[config.mk]
export PLATFORM = sky130hd
export DESIGN_NAME = echo_responder
export DESIGN_NICKNAME = d
export VERILOG_FILES = /design/src/rtl/echo_responder.sv
export SDC_FILE = /design/constraint.sdc
export NUM_CORES = 1
export LEC_CHECK = 0
export ABC_CLOCK_PERIOD_IN_PS = 5500
export BUFFER_PORTS_ARGS = -buffer_cell sky130_fd_sc_hd__buf_4
export CAP_MARGIN = 25
export CORE_MARGIN = 3
export CORE_UTILIZATION = 58
export CTS_CLUSTER_SIZE = 20
export DETAILED_ROUTE_END_ITERATION = 8
export PLACE_DENSITY = 0.75
export SETUP_SLACK_MARGIN = 0.05
export SLEW_MARGIN = 20
export SYNTH_ARGS = -nofsm -noshare
export SYNTH_HDL_FRONTEND = slang
export SYNTH_SLANG_ARGS = --single-unit
[constraint.sdc]
create_clock -name clk -period 5.5 [get_ports clk]
set_clock_uncertainty 0.2 [all_clocks]
set_input_delay 0.55 -clock clk [delete_from_list [all_inputs] [get_ports clk]]
set_output_delay 0.55 -clock clk [all_outputs]
set_load 0.02 [all_outputs]
[src/rtl/echo_responder.sv]
// Ultrasonic ranging sensor emulator: validates a trigger pulse, waits out the
// burst time, then returns an echo whose width encodes the latched distance.
module echo_responder #(
  parameter int MIN_TRIG_CYCLES = 500,
  parameter int BURST_CYCLES    = 25000,
  parameter int CYCLES_PER_CM   = 2900,
  parameter int MAX_CM          = 400,
  parameter int TIMEOUT_CYCLES  = 1900000,
  parameter int HOLDOFF_CYCLES  = 500000
) (
  input  logic       clk,
  input  logic       clear_b,
  input  logic       trig,
  input  logic [8:0] distance,
  output logic       echo,
  output logic       busy,
  output logic       trig_err
);

  localparam int CW = 21;
  localparam int WW = $clog2(MIN_TRIG_CYCLES + 1);
  localparam logic [WW-1:0] MIN_W = WW'(MIN_TRIG_CYCLES);

  localparam logic [2:0] S_IDLE    = 3'd0;
  localparam logic [2:0] S_TRIG_HI = 3'd1;
  localparam logic [2:0] S_BURST   = 3'd2;
  localparam logic [2:0] S_ECHO    = 3'd3;
  localparam logic [2:0] S_HOLDOFF = 3'd4;

  logic          trig_s1_q, trig_s_q;
  logic [2:0]    state_q, state_d;
  logic [WW-1:0] wcnt_q, wcnt_d;
  logic [CW-1:0] cnt_q, cnt_d;
  logic [8:0]    dist_q, dist_d;
  logic          echo_q, echo_d;
  logic          err_q, err_d;
  logic [CW-1:0] echo_len;

  // Out-of-range or zero distance reports the timeout width instead.
  always_comb begin
    if (dist_q != 9'd0 && dist_q <= 9'(MAX_CM))
      echo_len = CW'(dist_q) * CW'(CYCLES_PER_CM);
    else
      echo_len = CW'(TIMEOUT_CYCLES);
  end

  always_comb begin
    state_d = state_q;
    wcnt_d  = wcnt_q;
    cnt_d   = cnt_q;
    dist_d  = dist_q;
    err_d   = 1'b0;
    case (state_q)
      S_IDLE: begin
        if (trig_s_q) begin
          state_d = S_TRIG_HI;
          wcnt_d  = WW'(1);
        end
      end
      S_TRIG_HI: begin
        if (trig_s_q) begin
          if (wcnt_q < MIN_W) wcnt_d = wcnt_q + WW'(1);
        end else if (wcnt_q >= MIN_W) begin
          state_d = S_BURST;
          dist_d  = distance;
          cnt_d   = '0;
          wcnt_d  = '0;
        end else begin
          state_d = S_IDLE;
          err_d   = 1'b1;
          wcnt_d  = '0;
        end
      end
      S_BURST: begin
        if (cnt_q == CW'(BURST_CYCLES - 1)) begin
          state_d = S_ECHO;
          cnt_d   = '0;
        end else begin
          cnt_d = cnt_q + CW'(1);
        end
      end
      S_ECHO: begin
        if (cnt_q == echo_len - CW'(1)) begin
          state_d = S_HOLDOFF;
          cnt_d   = '0;
        end else begin
          cnt_d = cnt_q + CW'(1);
        end
      end
      S_HOLDOFF: begin
        // A trigger still held at the end of dead time starts a fresh measurement.
        if (cnt_q == CW'(HOLDOFF_CYCLES - 1)) begin
          cnt_d = '0;
          if (trig_s_q) begin
            state_d = S_TRIG_HI;
            wcnt_d  = WW'(1);
          end else begin
            state_d = S_IDLE;
          end
        end else begin
          cnt_d = cnt_q + CW'(1);
        end
      end
      default: begin
        state_d = S_IDLE;
        wcnt_d  = '0;
        cnt_d   = '0;
      end
    endcase
    echo_d = (state_d == S_ECHO);
  end

  always_ff @(posedge clk) begin
    if (!clear_b) begin
      trig_s1_q <= 1'b0;
      trig_s_q  <= 1'b0;
      state_q   <= S_IDLE;
      wcnt_q    <= '0;
      cnt_q     <= '0;
      dist_q    <= '0;
      echo_q    <= 1'b0;
      err_q     <= 1'b0;
    end else begin
      trig_s1_q <= trig;
      trig_s_q  <= trig_s1_q;
      state_q   <= state_d;
      wcnt_q    <= wcnt_d;
      cnt_q     <= cnt_d;
      dist_q    <= dist_d;
      echo_q    <= echo_d;
      err_q     <= err_d;
    end
  end

  assign echo     = echo_q;
  assign busy     = (state_q != S_IDLE);
  assign trig_err = err_q;

endmodule

==> flow_metrics.py <==
metrics = {
    "sta": {
        "rsz0062_at_grt": "true",
        "fin_setup_tns_ps": -430,
        "setup_viol": 16,
        "min_period_over_period": 1.01,
        "layout_min_cycle_time_ps": 5550,
        "fin_ws_ps": -50.7,
        "drv_slew": 0,
        "max_freq_ghz": 0.180,
        "worstMarginPinSlew_ps": 994,
        "final-hold-violation-count": 0,
        "relSlewSlack": 0.337,
    },
    "die": {
        "core-area_sq_mm": 0.00881,
        "start_util": 0.603,
        "die_h_um": 102,
        "die_area_sq_mm": 0.0103,
        "die_w_um": 102,
        "ios": 15,
        "rows": 34,
    },
    "cells_and_area": {
        "area_delta_synth_final_pct": 24.0,
        "fillers": 602,
        "finalInstanceArea_sq_mm": 0.00658,
        "antenna_cells": 0,
        "layout-drive-gt1-share": 0.266,
        "final_nets": 780,
    },
    "logic_synthesis": {
        "syn_area_sq_mm": 0.00531,
        "synthFlopType": "dfxtp_1",
        "synth-seq-cells": 46,
        "synth_area_leaders": "dfxtp_1, ha_1, fa_1",
        "synth-simple-area-share": 0.258,
        "synth_xor_area_frac": 0.0462,
        "synth_mux_area_frac": 0.0339,
        "synth_fa_ha_area_frac": 0.210,
        "syn_nets": 738,
        "synth_common_cells": "ha_1, inv_1, dfxtp_1",
        "synth_compound_area_frac": 0.205,
        "syn_area_per_cell_sq_um": 8.18,
        "synth_top_family_by_area": "simple AND/OR/NAND/NOR gates",
        "synth.most_common_cell": "ha_1",
        "synth.distinct_cells": 77,
        "yosysTopAreaCell": "dfxtp_1",
        "ys_seq_area_frac": 0.174,
        "yosysWarnings": 0,
        "async_reset_ff_frac": 0,
        "synth_top_area_frac": 0.174,
        "synth_edf_count": 0,
        "netlist_instances": 649,
    },
    "hold_path": {
        "hp-class": "register to register",
        "min_to": "trig_s_q$_SDFF_PN0_",
        "worstHoldStart": "trig_s1_q$_SDFF_PN0_",
        "holdPathStages": 1,
    },
    "placed_design": {
        "portBuffers": 14,
        "gp_congestion": 1.00,
        "placed_cell_area_sq_mm": 0.00567,
        "place_ws_ps": -165,
        "hpwlAfterDp_mm": 10.7,
    },
    "critical_path": {
        "reg2reg_slack_ps": -50,
        "worstSetupPathType": "register to register",
        "crit_path_max_fanout": 5,
        "cp.required_ps": 5500,
        "startpoint_type": "register",
        "crit_arrival_ps": 5550,
        "r2r-end": "cnt_q[20]$_SDFFE_PN0P_",
        "rr_startpoint": "dist_q[2]$_SDFFE_PN0P_",
        "rr_worst_depth": 21,
        "endpoint_kind": "register",
    },
    "job": {
        "drv_cap": 0,
    },
    "pwr": {
        "irDropWorstVdd_mv": 0.131,
        "pwr_density_cell_mw_per_mm2": 87.9,
        "leakagePower_nw": 2.79,
    },
    "cts": {
        "clk_pin_slew_worst_paths_ps": 100,
        "clock_sinks": 46,
        "numCtsBuffers": 5,
        "ctsHoldBuffers": 0,
        "clk_path_buf_depth": 2,
        "cts_tree": "yes",
        "root_buffer": "clkbuf_8",
        "clock_latency_ps": 310,
        "htreeDepth": 2,
    },
    "grt": {
        "grt_pass1_wl_mm": 23.0,
        "busiest_layer": "met2",
        "met3_usage": 0.0331,
        "use_met2": 0.466,
        "grt_pass1_vias": 4918,
        "grt_max_degree": 24,
        "antenna_found_initial": 0,
        "grt.total_usage": 0.275,
        "grt_overflow_total": 0,
        "grtUsageMet1": 0.363,
    },
    "detailed_routing": {
        "drc": 0,
        "first_pass_iters": 5,
        "drt_iter0_markers": 392,
        "vias_per_cell": 6.63,
        "vias": 5302,
        "wirelength_mm": 15.6,
        "detail-route-antenna-nets": 0,
        "routedWlPerCell_um": 19.5,
    },
    "status": {
        "violations": "negative setup slack",
        "status": "finished with violations",
    },
}
-- layout make-up --
cell class	instances	area, sq um	area share
tap	108	135	0.0205
sequential	46	943	0.143
clock buffer	5	68.8	0.0105
clock inverter	3	23.8	0.00361
timing repair buffer	76	621	0.0943
inverter	54	203	0.0308
multi-input combinational	508	4590	0.697
-- per-stage QoR --
step / hold WS, ps / power (mW) / cells / util
2_1_floorplan: 212 / 0.357 / 649 / -
6_report: 247 / 0.579 / 800 / 0.747
3_3_place_gp: 217 / 0.366 / 770 / 0.643
4_1_cts: 255 / 0.581 / 782 / 0.670
3_5_place_dp: 239 / 0.367 / 770 / 0.643
5_1_grt: 256 / 0.593 / 800 / 0.747
-- where the power goes --
group          leakage (nW)  switching, mW  internal, mW
sequential            0.377        0.00184         0.332
combinational          2.37         0.0126        0.0118
clock                0.0408          0.129        0.0911
total                  2.79          0.144         0.435
-- sequential cells by signal, summed over array words and instances, names as in the netlist --
name / count
cnt_q: 21
dist_q: 9
echo: 1
state_q: 3
trig_err: 1
trig_s1_q: 1
trig_s_q: 1
wcnt_q: 9
-- worst max path at each step --
stage                                  end                    from
finish              cnt_q[20]$_SDFFE_PN0P_  dist_q[2]$_SDFFE_PN0P_
global route        cnt_q[15]$_SDFFE_PN0P_  dist_q[2]$_SDFFE_PN0P_
CTS                        echo$_SDFF_PN0_  dist_q[8]$_SDFFE_PN0P_
detailed placement   cnt_q[6]$_SDFFE_PN0P_  dist_q[6]$_SDFFE_PN0P_
global placement    cnt_q[18]$_SDFFE_PN0P_  dist_q[6]$_SDFFE_PN0P_
floorplan            cnt_q[9]$_SDFFE_PN0P_  dist_q[1]$_SDFFE_PN0P_
-- metal layers --
| metal | vias up | share of wire |
|---|---|---|
| met3 | 45 | 0.059 |
| met2 | 230 | 0.49 |
| met5 | - | 0 |
| li1 | 2463 | - |
| met1 | 2564 | 0.42 |
| met4 | 0 | 0.027 |
-- worst max-delay path, stage by stage (launching register included) --
cell       delay [ps]
dfxtp_4           390
ha_4              260
inv_2              30
fa_1              460
fa_1              530
inv_2              50
fa_1              570
ha_4              240
buf_6             130
nand4bb_1         200
o22a_1            230
a21o_4            240
buf_4             150
a211oi_2          260
a31oi_1           210
or4_4             470
o311ai_4          120
buf_4             190
nand4_4           120
buf_4             170
a31oi_1           140
mux2i_1           100
-- repair_timing --
item                                    CTS  global route
cloned                                    0             3
pin swaps                                 8            50
endpoints found under the setup margin   25            25
buffers inserted                          4            15
resized for setup                        22           106
hold endpoints to repair                  0             0
-- placed cells by master (no fill, tap or decap), types with 19 or more instances in the layout --
master and n:
nand2_1 37, fa_1 20, nand3_1 29, and3_1 19, nand4_1 19, dfxtp_1 38
ha_1 45, nor2_1 36, buf_4 65, inv_1 51
-- cells by family after synthesis --
family / Yosys count
xor gates and xnor gates: 28
DFF: 46
buffers and inverters: 96
muxes: 18
adders and majority gates: 77
and+or+nand+nor: 240
AOI/OAI and AO/OA: 144
Power figures use the tool's default switching activity.
